$ cat src/rtl/gcd_pkg.sv
// Shared definitions for the GCD driver: operand width, default engine
// timeout and the controller state encoding.
package gcd_pkg;

  localparam int OPW             = 5;
  localparam int TIMEOUT_DEFAULT = 63;

  typedef enum logic [1:0] {
    IDLE = 2'd0,
    BUSY = 2'd1,
    RESP = 2'd2
  } state_e;

endpackage

$ cat src/rtl/gcd_driver_if.sv
// Bundle of the driver's three handshakes: operand input, engine request and
// result output. The master view is the driver itself, slave is its environment.
interface gcd_driver_if;
  import gcd_pkg::*;

  logic           in_valid;
  logic           in_ready;
  logic [OPW-1:0] in_x;
  logic [OPW-1:0] in_y;

  logic [OPW-1:0] gcd_x;
  logic [OPW-1:0] gcd_y;
  logic           gcd_go;
  logic           gcd_done;
  logic [OPW-1:0] gcd_result;

  logic           res_valid;
  logic           res_ready;
  logic [OPW-1:0] res_x;
  logic [OPW-1:0] res_y;
  logic [OPW-1:0] res_gcd;
  logic           res_err;

  modport master (
    input  in_valid, in_x, in_y, gcd_done, gcd_result, res_ready,
    output in_ready, gcd_x, gcd_y, gcd_go, res_valid, res_x, res_y, res_gcd, res_err
  );

  modport slave (
    output in_valid, in_x, in_y, gcd_done, gcd_result, res_ready,
    input  in_ready, gcd_x, gcd_y, gcd_go, res_valid, res_x, res_y, res_gcd, res_err
  );

endinterface

$ cat src/rtl/gcd_pair_fifo.sv
// Power-of-two FIFO for operand pairs; pointers wrap naturally and the
// occupancy count is one bit wider so full and empty are distinguishable.
module gcd_pair_fifo #(
  parameter int DEPTH = 4,
  parameter int DW    = 10
) (
  input  logic                   clk,
  input  logic                   rst,
  input  logic                   push_i,
  input  logic                   pop_i,
  input  logic [DW-1:0]          data_i,
  output logic [DW-1:0]          data_o,
  output logic                   full_o,
  output logic                   empty_o,
  output logic [$clog2(DEPTH):0] count_o
);
  localparam int AW = $clog2(DEPTH);

  logic [DW-1:0] mem_q [DEPTH];
  logic [AW-1:0] wrPtr_q, rdPtr_q;
  logic [AW:0]   count_q;
  logic          pushEn, popEn;

  assign full_o  = (count_q == (AW+1)'(DEPTH));
  assign empty_o = (count_q == '0);
  assign pushEn  = push_i && !full_o;
  assign popEn   = pop_i && !empty_o;
  assign data_o  = mem_q[rdPtr_q];
  assign count_o = count_q;

  always_ff @(posedge clk) begin
    if (pushEn) mem_q[wrPtr_q] <= data_i;
  end

  always_ff @(posedge clk) begin
    if (rst) begin
      wrPtr_q <= '0;
      rdPtr_q <= '0;
      count_q <= '0;
    end else begin
      if (pushEn) wrPtr_q <= wrPtr_q + AW'(1);
      if (popEn)  rdPtr_q <= rdPtr_q + AW'(1);
      if (pushEn && !popEn)      count_q <= count_q + (AW+1)'(1);
      else if (popEn && !pushEn) count_q <= count_q - (AW+1)'(1);
    end
  end

endmodule

$ cat src/rtl/gcd_driver.sv
// GCD driver: queues operand pairs, runs one engine transaction at a time,
// bypasses the engine when an operand is zero, and times out a silent engine.
module gcd_driver
  import gcd_pkg::*;
#(
  parameter int DEPTH   = 4,
  parameter int TIMEOUT = TIMEOUT_DEFAULT
) (
  input logic          clk,
  input logic          rst,
  gcd_driver_if.master bus
);
  localparam int            CNTW      = $clog2(DEPTH) + 1;
  localparam int            TW        = $clog2(TIMEOUT + 1);
  localparam logic [TW-1:0] LAST_WAIT = TW'(TIMEOUT - 1);

  state_e         state_q, state_d;
  logic [OPW-1:0] gcdX_q, gcdX_d, gcdY_q, gcdY_d;
  logic [OPW-1:0] resX_q, resX_d, resY_q, resY_d, resGcd_q, resGcd_d;
  logic           resErr_q, resErr_d;
  logic [TW-1:0]  waitCnt_q, waitCnt_d;

  logic             fifoPop, fifoFull, fifoEmpty;
  logic [2*OPW-1:0] fifoHead;
  logic [CNTW-1:0]  fifoCount;
  logic [OPW-1:0]   headX, headY;

  gcd_pair_fifo #(
    .DEPTH (DEPTH),
    .DW    (2*OPW)
  ) u_fifo (
    .clk     (clk),
    .rst     (rst),
    .push_i  (bus.in_valid),
    .pop_i   (fifoPop),
    .data_i  ({bus.in_x, bus.in_y}),
    .data_o  (fifoHead),
    .full_o  (fifoFull),
    .empty_o (fifoEmpty),
    .count_o (fifoCount)
  );

  assign headX = fifoHead[2*OPW-1:OPW];
  assign headY = fifoHead[OPW-1:0];

  always_comb begin
    state_d   = state_q;
    gcdX_d    = gcdX_q;
    gcdY_d    = gcdY_q;
    resX_d    = resX_q;
    resY_d    = resY_q;
    resGcd_d  = resGcd_q;
    resErr_d  = resErr_q;
    waitCnt_d = waitCnt_q;
    fifoPop   = 1'b0;
    unique case (state_q)
      IDLE: begin
        if (!fifoEmpty) begin
          fifoPop   = 1'b1;
          gcdX_d    = headX;
          gcdY_d    = headY;
          resX_d    = headX;
          resY_d    = headY;
          resErr_d  = 1'b0;
          waitCnt_d = '0;
          // A zero operand makes the GCD the other operand, so skip the engine.
          if (headX != '0 && headY != '0) begin
            resGcd_d = '0;
            state_d  = BUSY;
          end else begin
            resGcd_d = headX | headY;
            state_d  = RESP;
          end
        end
      end
      BUSY: begin
        waitCnt_d = waitCnt_q + TW'(1);
        if (bus.gcd_done) begin
          resGcd_d = bus.gcd_result;
          resErr_d = 1'b0;
          state_d  = RESP;
        end else if (waitCnt_q == LAST_WAIT) begin
          resGcd_d = '0;
          resErr_d = 1'b1;
          state_d  = RESP;
        end
      end
      RESP: begin
        if (bus.res_ready) state_d = IDLE;
      end
      default: state_d = IDLE;
    endcase
  end

  always_ff @(posedge clk) begin
    if (rst) begin
      state_q   <= IDLE;
      gcdX_q    <= '0;
      gcdY_q    <= '0;
      resX_q    <= '0;
      resY_q    <= '0;
      resGcd_q  <= '0;
      resErr_q  <= 1'b0;
      waitCnt_q <= '0;
    end else begin
      state_q   <= state_d;
      gcdX_q    <= gcdX_d;
      gcdY_q    <= gcdY_d;
      resX_q    <= resX_d;
      resY_q    <= resY_d;
      resGcd_q  <= resGcd_d;
      resErr_q  <= resErr_d;
      waitCnt_q <= waitCnt_d;
    end
  end

  assign bus.in_ready  = !fifoFull;
  assign bus.gcd_x     = gcdX_q;
  assign bus.gcd_y     = gcdY_q;
  assign bus.gcd_go    = (state_q == BUSY);
  assign bus.res_valid = (state_q == RESP);
  assign bus.res_x     = resX_q;
  assign bus.res_y     = resY_q;
  assign bus.res_gcd   = resGcd_q;
  assign bus.res_err   = resErr_q;

  a_countBound: assert property (@(posedge clk) disable iff (rst)
    fifoCount <= CNTW'(DEPTH));

endmodule

$ cat src/flat_wrapper.sv
// flat-port wrapper written by rule: the top's interface ports become plain ports
module gcd_driver_flat import gcd_pkg::*;
#(
  parameter int DEPTH   = 4,
  parameter int TIMEOUT = TIMEOUT_DEFAULT
)
  (clk, rst, bus_in_valid, bus_in_x, bus_in_y, bus_gcd_done, bus_gcd_result, bus_res_ready, bus_in_ready, bus_gcd_x, bus_gcd_y, bus_gcd_go, bus_res_valid, bus_res_x, bus_res_y, bus_res_gcd, bus_res_err);
  gcd_driver_if bus_i ();
  input logic clk;
  input logic rst;
  input wire logic [$bits(bus_i.in_valid)-1:0] bus_in_valid;
  input wire logic [$bits(bus_i.in_x)-1:0] bus_in_x;
  input wire logic [$bits(bus_i.in_y)-1:0] bus_in_y;
  input wire logic [$bits(bus_i.gcd_done)-1:0] bus_gcd_done;
  input wire logic [$bits(bus_i.gcd_result)-1:0] bus_gcd_result;
  input wire logic [$bits(bus_i.res_ready)-1:0] bus_res_ready;
  output wire logic [$bits(bus_i.in_ready)-1:0] bus_in_ready;
  output wire logic [$bits(bus_i.gcd_x)-1:0] bus_gcd_x;
  output wire logic [$bits(bus_i.gcd_y)-1:0] bus_gcd_y;
  output wire logic [$bits(bus_i.gcd_go)-1:0] bus_gcd_go;
  output wire logic [$bits(bus_i.res_valid)-1:0] bus_res_valid;
  output wire logic [$bits(bus_i.res_x)-1:0] bus_res_x;
  output wire logic [$bits(bus_i.res_y)-1:0] bus_res_y;
  output wire logic [$bits(bus_i.res_gcd)-1:0] bus_res_gcd;
  output wire logic [$bits(bus_i.res_err)-1:0] bus_res_err;
  assign bus_i.in_valid = bus_in_valid;
  assign bus_i.in_x = bus_in_x;
  assign bus_i.in_y = bus_in_y;
  assign bus_i.gcd_done = bus_gcd_done;
  assign bus_i.gcd_result = bus_gcd_result;
  assign bus_i.res_ready = bus_res_ready;
  assign bus_in_ready = bus_i.in_ready;
  assign bus_gcd_x = bus_i.gcd_x;
  assign bus_gcd_y = bus_i.gcd_y;
  assign bus_gcd_go = bus_i.gcd_go;
  assign bus_res_valid = bus_i.res_valid;
  assign bus_res_x = bus_i.res_x;
  assign bus_res_y = bus_i.res_y;
  assign bus_res_gcd = bus_i.res_gcd;
  assign bus_res_err = bus_i.res_err;
  gcd_driver #(.DEPTH(DEPTH), .TIMEOUT(TIMEOUT)) u_core (.clk(clk), .rst(rst), .bus(bus_i));
endmodule
$ cat config.mk
export PLATFORM = sky130hd
export DESIGN_NAME = gcd_driver_flat
export DESIGN_NICKNAME = d
export VERILOG_FILES = /design/src/rtl/gcd_pkg.sv /design/src/rtl/gcd_driver_if.sv /design/src/rtl/gcd_pair_fifo.sv /design/src/rtl/gcd_driver.sv /design/src/flat_wrapper.sv
export SDC_FILE = /design/constraint.sdc
export NUM_CORES = 1
export LEC_CHECK = 0
export CORE_MARGIN = 4
export CORE_UTILIZATION = 55
export CTS_BUF_LIST = sky130_fd_sc_hd__clkbuf_16
export CTS_CLUSTER_SIZE = 10
export DETAILED_ROUTE_END_ITERATION = 7
export HOLD_SLACK_MARGIN = 0.1
export PLACE_DENSITY = 0.86
export SYNTH_ARGS = -nofsm -noshare
export SYNTH_HDL_FRONTEND = slang
export SYNTH_SLANG_ARGS = --single-unit
$ cat constraint.sdc
create_clock -name clk -period 5.09 [get_ports clk]
set_clock_uncertainty 0.05 [all_clocks]
set_input_delay 1.018 -clock clk [delete_from_list [all_inputs] [get_ports clk]]
set_output_delay 1.018 -clock clk [all_outputs]
set_load 0.02 [all_outputs]
======== Yosys cells after proc, flatten, opt, wreduce, memory -nomap -nowiden ========
Memory sizes are Yosys's and may differ from the RTL's. A register that Yosys moved wholly into a read port is not among the register bits.
Cells that the tools add are included.
operators by class
  $add $sub $neg .......................... 5
  reduce and logical (&&, ||, !) cells .... 19
  multiplexer cells ....................... 25
  equality and inequality tests ........... 7
  bitwise logic cells ..................... 2
operators with widths
  cell                                                                number
  5-bit 2-to-1 mux                                                    4
  2-bit 2-to-1 mux                                                    7
  6-bit one-hot mux with 2 select lines                               1
  5-bit one-hot mux with 2 select lines                               1
  5-bit nonzero test                                                  2
  1-bit 2-to-1 mux                                                    7
  6-bit by 1-bit adder with 6-bit output, second input constant       1
  6-bit equality test, second input constant                          1
  3-bit 2-to-1 mux                                                    2
  6-bit 2-to-1 mux                                                    1
  2-bit one-hot mux with 3 select lines                               1
  3-bit AND reduction                                                 2
  1-bit logical AND                                                   5
  5-bit bitwise OR                                                    1
  2-bit by 1-bit adder with 2-bit output, second input constant       2
  1-bit zero test                                                     4
  2-bit != test, second input constant                                2
  2-bit AND reduction                                                 2
  2-bit nonzero test                                                  2
  3-bit by 1-bit adder with 3-bit output, second input constant       1
  3-bit equality test, second input constant                          1
  3-bit zero test                                                     1
  3-bit by 2-bit != test with 1-bit output, second input constant     1
  3-bit by 1-bit subtractor with 3-bit output, second input constant  1
  5 further kinds                                                     5
word-level totals
  input bits .............................. 20
  output and inout port bits .............. 29
  word-level logic and storage cells ...... 68
  bits in writable memories ............... 40
  register bits ........................... 31
  memories ................................ 1
memory list
  memory               depth  bits a word  rd ports  clocked after memory_dff  write ports  RTL line             RTL
  u_core.u_fifo.mem_q  4      10           1         1                         1            gcd_pair_fifo.sv:19  logic [DW-1:0] mem_q [DEPTH];

======== Longest topological paths before layout ========
  depth after elaboration ................. 7
  gate-level depth with buffers ........... 11
  mapped depth without buffers ............ 9

======== Cells and area by module ========
Synthesis repeated with hierarchy kept, for this count alone.
unflattened totals
  cell total of the unflattened synthesis .. 245
  area total of the unflattened synthesis .. 3,085.5 um^2
modules (own cells, without submodules)
  module         sequential area each (um^2)  times used  area an instance (um^2)  cells an instance
  gcd_pair_fifo  1,381.3                      1           1,909.3                  100
  gcd_driver     480.5                        1           1,176.1                  145

======== Worst setup path before layout ========
Ideal clock, no wire load.
  path kind ............................... input to register
  start point ............................. input port bus_in_valid
  end point ............................... register u_core.u_fifo.count_q[2], in the netlist u_core.u_fifo.count_o[2]
  path buffers ............................ 1
  data required time ...................... 4,969 ps
  library setup time ...................... 71 ps
  arrival time ............................ 2,448 ps
  stages .................................. 8
  slack ................................... 2,521 ps
  cell sequence ........................... and2_1 clkbuf_1 ha_1 inv_1 fa_1 xor2_1 or3_1 a21oi_1
between the ends
  cells in the longest elaborated chain, start to end .. 4
  elaborated cells on any way between the ends .. 6
  those cells by class .................... mux (1); reduce/logical (5)
RTL lines
  what                          RTL line             RTL
  start: declaration            flat_wrapper.sv:11   input wire logic [$bits(bus_i.in_valid)-1:0] bus_in_valid;
  1-bit logical AND (*)         gcd_pair_fifo.sv:26  assign pushEn = push_i && !full_o;
  via u_core.u_fifo.pushEn      gcd_pair_fifo.sv:22  logic pushEn, popEn;
  1-bit zero test               gcd_pair_fifo.sv:44  else if (popEn && !pushEn) count_q <= count_q - (AW+1)'(1);
  1-bit logical AND             gcd_pair_fifo.sv:44
  2-bit nonzero test (no line)  n/a
  end signal: assignment        gcd_pair_fifo.sv:43  if (pushEn && !popEn) count_q <= count_q + (AW+1)'(1);
  end signal: assignment        gcd_pair_fifo.sv:44
  end: declaration              gcd_pair_fifo.sv:21  logic [AW:0] count_q;
The timed path passes the listed nets; every way through them passes the cells marked *.
A chain may end at the register's enable or synchronous reset.

======== Worst setup path after layout ========
  start point ............................. register u_core.state_q[0]
  end point ............................... output port bus_gcd_go
between the ends
  cells in the longest elaborated chain, start to end .. 1
RTL lines
  what                                            RTL line            RTL
  start: declaration                              gcd_driver.sv:17    state_e state_q, state_d;
  start signal: assignment                        gcd_driver.sv:106   state_q <= state_d;
  2-bit by 1-bit equality test with 1-bit output  gcd_driver.sv:120   assign bus.gcd_go = (state_q == BUSY);
  end: declaration                                flat_wrapper.sv:20  output wire logic [$bits(bus_i.gcd_go)-1:0] bus_gcd_go;
No other way between the ends.

==> summary.md <==
| Metric | Value |
|---|---|
| Status | `complete, no violations` |
| Slew @ Worst Pin | `1.19 ns` |
| Vias in the first global route | `1989` |
| CP Capture Type | `output pin` |
| Final TNS setup | `0 ns` |
| Largest net degree at the start of global routing | `34` |
| Crit Path Category | `flip-flop to output pin` |
| First-pass GRT wire length | `9870 um` |
| Max Clock Freq | `329 MHz` |
| HPWL after DPL | `3960 um` |
| Hold Violations, Final | `0` |
| Core ar. | `0.00547 mm^2` |
| Share of the synthesized area in the top cell type | `38.9%` |
| DRT Wirelength | `6030 um` |
| P_leak | `0.00132 uW` |
| Setup violators final | `0` |
| Die H | `83.0 um` |
| Crit path max fanout | `13` |
| First DRT Iteration DRCs | `108` |
| R2R Path Start | `u_core.u_fifo.count_o[1]` |
| Die Span X | `83.0 um` |
| Worst r2r path cells | `8` |
| Cells resized by post-CTS repair | `0` |
| Synth Register Bits | `73` |
| Element type at the critical path start | `flip-flop` |
| Netlist Area Pre-Place | `0.00309 mm^2` |
| Nets | `314` |
| Post-CTS Hold Fix Bufs | `0` |
| Sink Count | `73` |
| # fillers | `410` |
| Gp weighted congestion | `0.783` |
| Crit path DAT | `1.97 ns` |
| Synth Area in Compound Gates | `8.78%` |
| Share of cells above drive strength 1 | `8.28%` |
| Min-delay worst type | `flip-flop to flip-flop` |
| Total power | `2160 uW` |
| Final period util | `59.7%` |
| # rows | `27` |
| Post-synth top flop | `edfxtp_1` |
| XOR/XNOR Fraction of Synth Area | `1.70%` |
| Post-Synth Simple-Gate Area | `12.3%` |
| DRC | `0` |
| Multiplexer share of the synthesized area | `8.74%` |
| Post-synthesis sequential area ratio | `60.2%` |
| Leading area contributor after synthesis | `edfxtp_1` |
| Clock root buffer | `clkbuf_16` |
| Largest family of logic cells by synthesized area | `simple AND/OR/NAND/NOR gates` |
| Worst VDD drop | `0.000296 V` |
| CTS buffer count | `9` |
| # IOs | `49` |
| Final max-slew violation count | `0` |
| Initial core utilization | `56.5%` |
| Post-synth top cells | `edfxtp_1 (40), dfxtp_1 (33), nand2_1 (28), a21oi_1 (23), nor2_1 (19)` |
| IO buf count | `48` |
| P per Cell Area | `568 mW/mm^2` |
| Final hold slack | `0.420 ns` |
| CTS tree | `built` |
| Die area | `0.00688 mm^2` |
| Hold path start | `u_core.bus.gcd_y[0]` |
| CTS clk-pin slew, worst paths | `0.06 ns` |
| Synthesized area per cell | `12.5 um^2` |
| Final Critical Period | `3.04 ns` |
| Global Route Usage Sum | `18.3%` |
| Post-synth EDFFs | `40` |
| Max H-tree Level | `3` |
| Via count | `2010` |
| Routed vias/inst | `5.55` |
| Synth Warn # | `0` |
| Diode count | `0` |
| Worst setup startpoint | `u_core.state_q[0]` |
| Final Util | `69.4%` |
| Largest cells by area after synthesis | `edfxtp_1 (39%), dfxtp_1 (21%), mux4_2 (4.4%)` |
| Clock tree buffer depth | `2` |
| CP required | `4.02 ns` |
| Adder-cell share of the synthesized area | `3.48%` |
| Mapped Cells | `247` |
| Initial DRT Pass Iterations | `4` |
| Synth cell types | `38` |
| Area Growth Syn to Fin | `22.9%` |
| Post-CTS Setup Inserts | `0` |
| Worst slew margin | `20.4%` |
| Avg WL per Cell | `16.6 um` |
| Clk Latency, worst-skew pair | `0.33 ns` |
| Ys async rst share | `0%` |
| Antenna violations before repair | `0` |
| Antenna Nets Post-Route | `0` |
| Top-count cell post-synth | `edfxtp_1` |
| Maxcap violations | `0` |
| Worst hold path stage count | `2` |
| Grt total ovfl | `0` |
| Syn nets | `275` |
| RSZ-0062 raised after global routing | `false` |
[metal layers]
layer  vias to the layer above  track usage [%]  routed length [um]
met5                         -                0                   0
met4                         0             4.90                  61
met3                         9             7.64                 361
met2                        57             31.7                3120
met1                       969             20.9                2480
li1                        975                -                   -
[cells in the final DEF, fill, tap and decap left out, types with 3 or more instances in the layout]
cell              n
a211oi_1          5
a21oi_1          23
and3_1            5
clkbuf_16         9
clkdlybuf4s50_1  48
dfxtp_1          33
edfxtp_1         40
ha_1              7
inv_1             6
mux2i_1           3
mux4_1            4
mux4_2            6
nand2_1          28
nand2b_1          6
nand3_1           3
nor2_1           19
nor2b_1           4
nor3_1            4
o21ai_0           4
o221ai_1          5
xor2_1            4
[metrics by stage]
stage          cells  area, um^2  worst slack [ns]
2_1_floorplan    247        3090              2.52
4_1_cts          362        3800              2.04
6_report         362        3800              2.05
3_5_place_dp     347        3540              1.96
3_3_place_gp     347        3540              2.03
5_1_grt          362        3800              1.93
[critical path: stages (launching register included)]
cell	delay, ns
dfxtp_1	0.43
nand2b_1	0.32
inv_1	0.25
clkdlybuf4s50_1	0.64
[kinds of logic after synthesis]
logic type	Yosys count
xor+xnor	6
simple gates	78
compound gates	43
buf+inv	26
fa+ha+maj	8
flops	73
mux	13
[power by group]
| part | internal (uW) | total (uW) | switching (uW) |
|---|---|---|---|
| combinational | 341 | 778 | 437 |
| sequential | 734 | 825 | 91.9 |
| clock | 323 | 553 | 230 |
[layout make-up]
cell class	count	area (um^2)	share of cell area (%)
tap	72	90.1	2.37
sequential	73	1860	49.0
inverter	6	22.5	0.593
timing repair buffer	48	480	12.6
clock buffer	9	225	5.93
clock inverter	6	36.3	0.955
multi-input combinational	148	1080	28.5
[final timing paths]
kind                            slack, ns                       end
worst max-delay path                 2.05                bus_gcd_go
worst min-delay path                 0.42       u_core.bus.gcd_y[0]
worst max register to register       2.24  u_core.u_fifo.count_o[2]
worst min register to register       0.42       u_core.bus.gcd_y[0]
[flip-flops by register name, summed over array words and instances (netlist names), 3 cells and up, named ones only]
| name | cells |
|---|---|
| u_core.u_fifo.count_o | 3 |
| u_core.u_fifo.mem_q | 40 |
| u_core.bus.res_x | 5 |
| u_core.bus.gcd_y | 5 |
| u_core.bus.res_gcd | 5 |
| u_core.waitCnt_q | 6 |
Note: power is estimated with default switching activity, not from simulation.
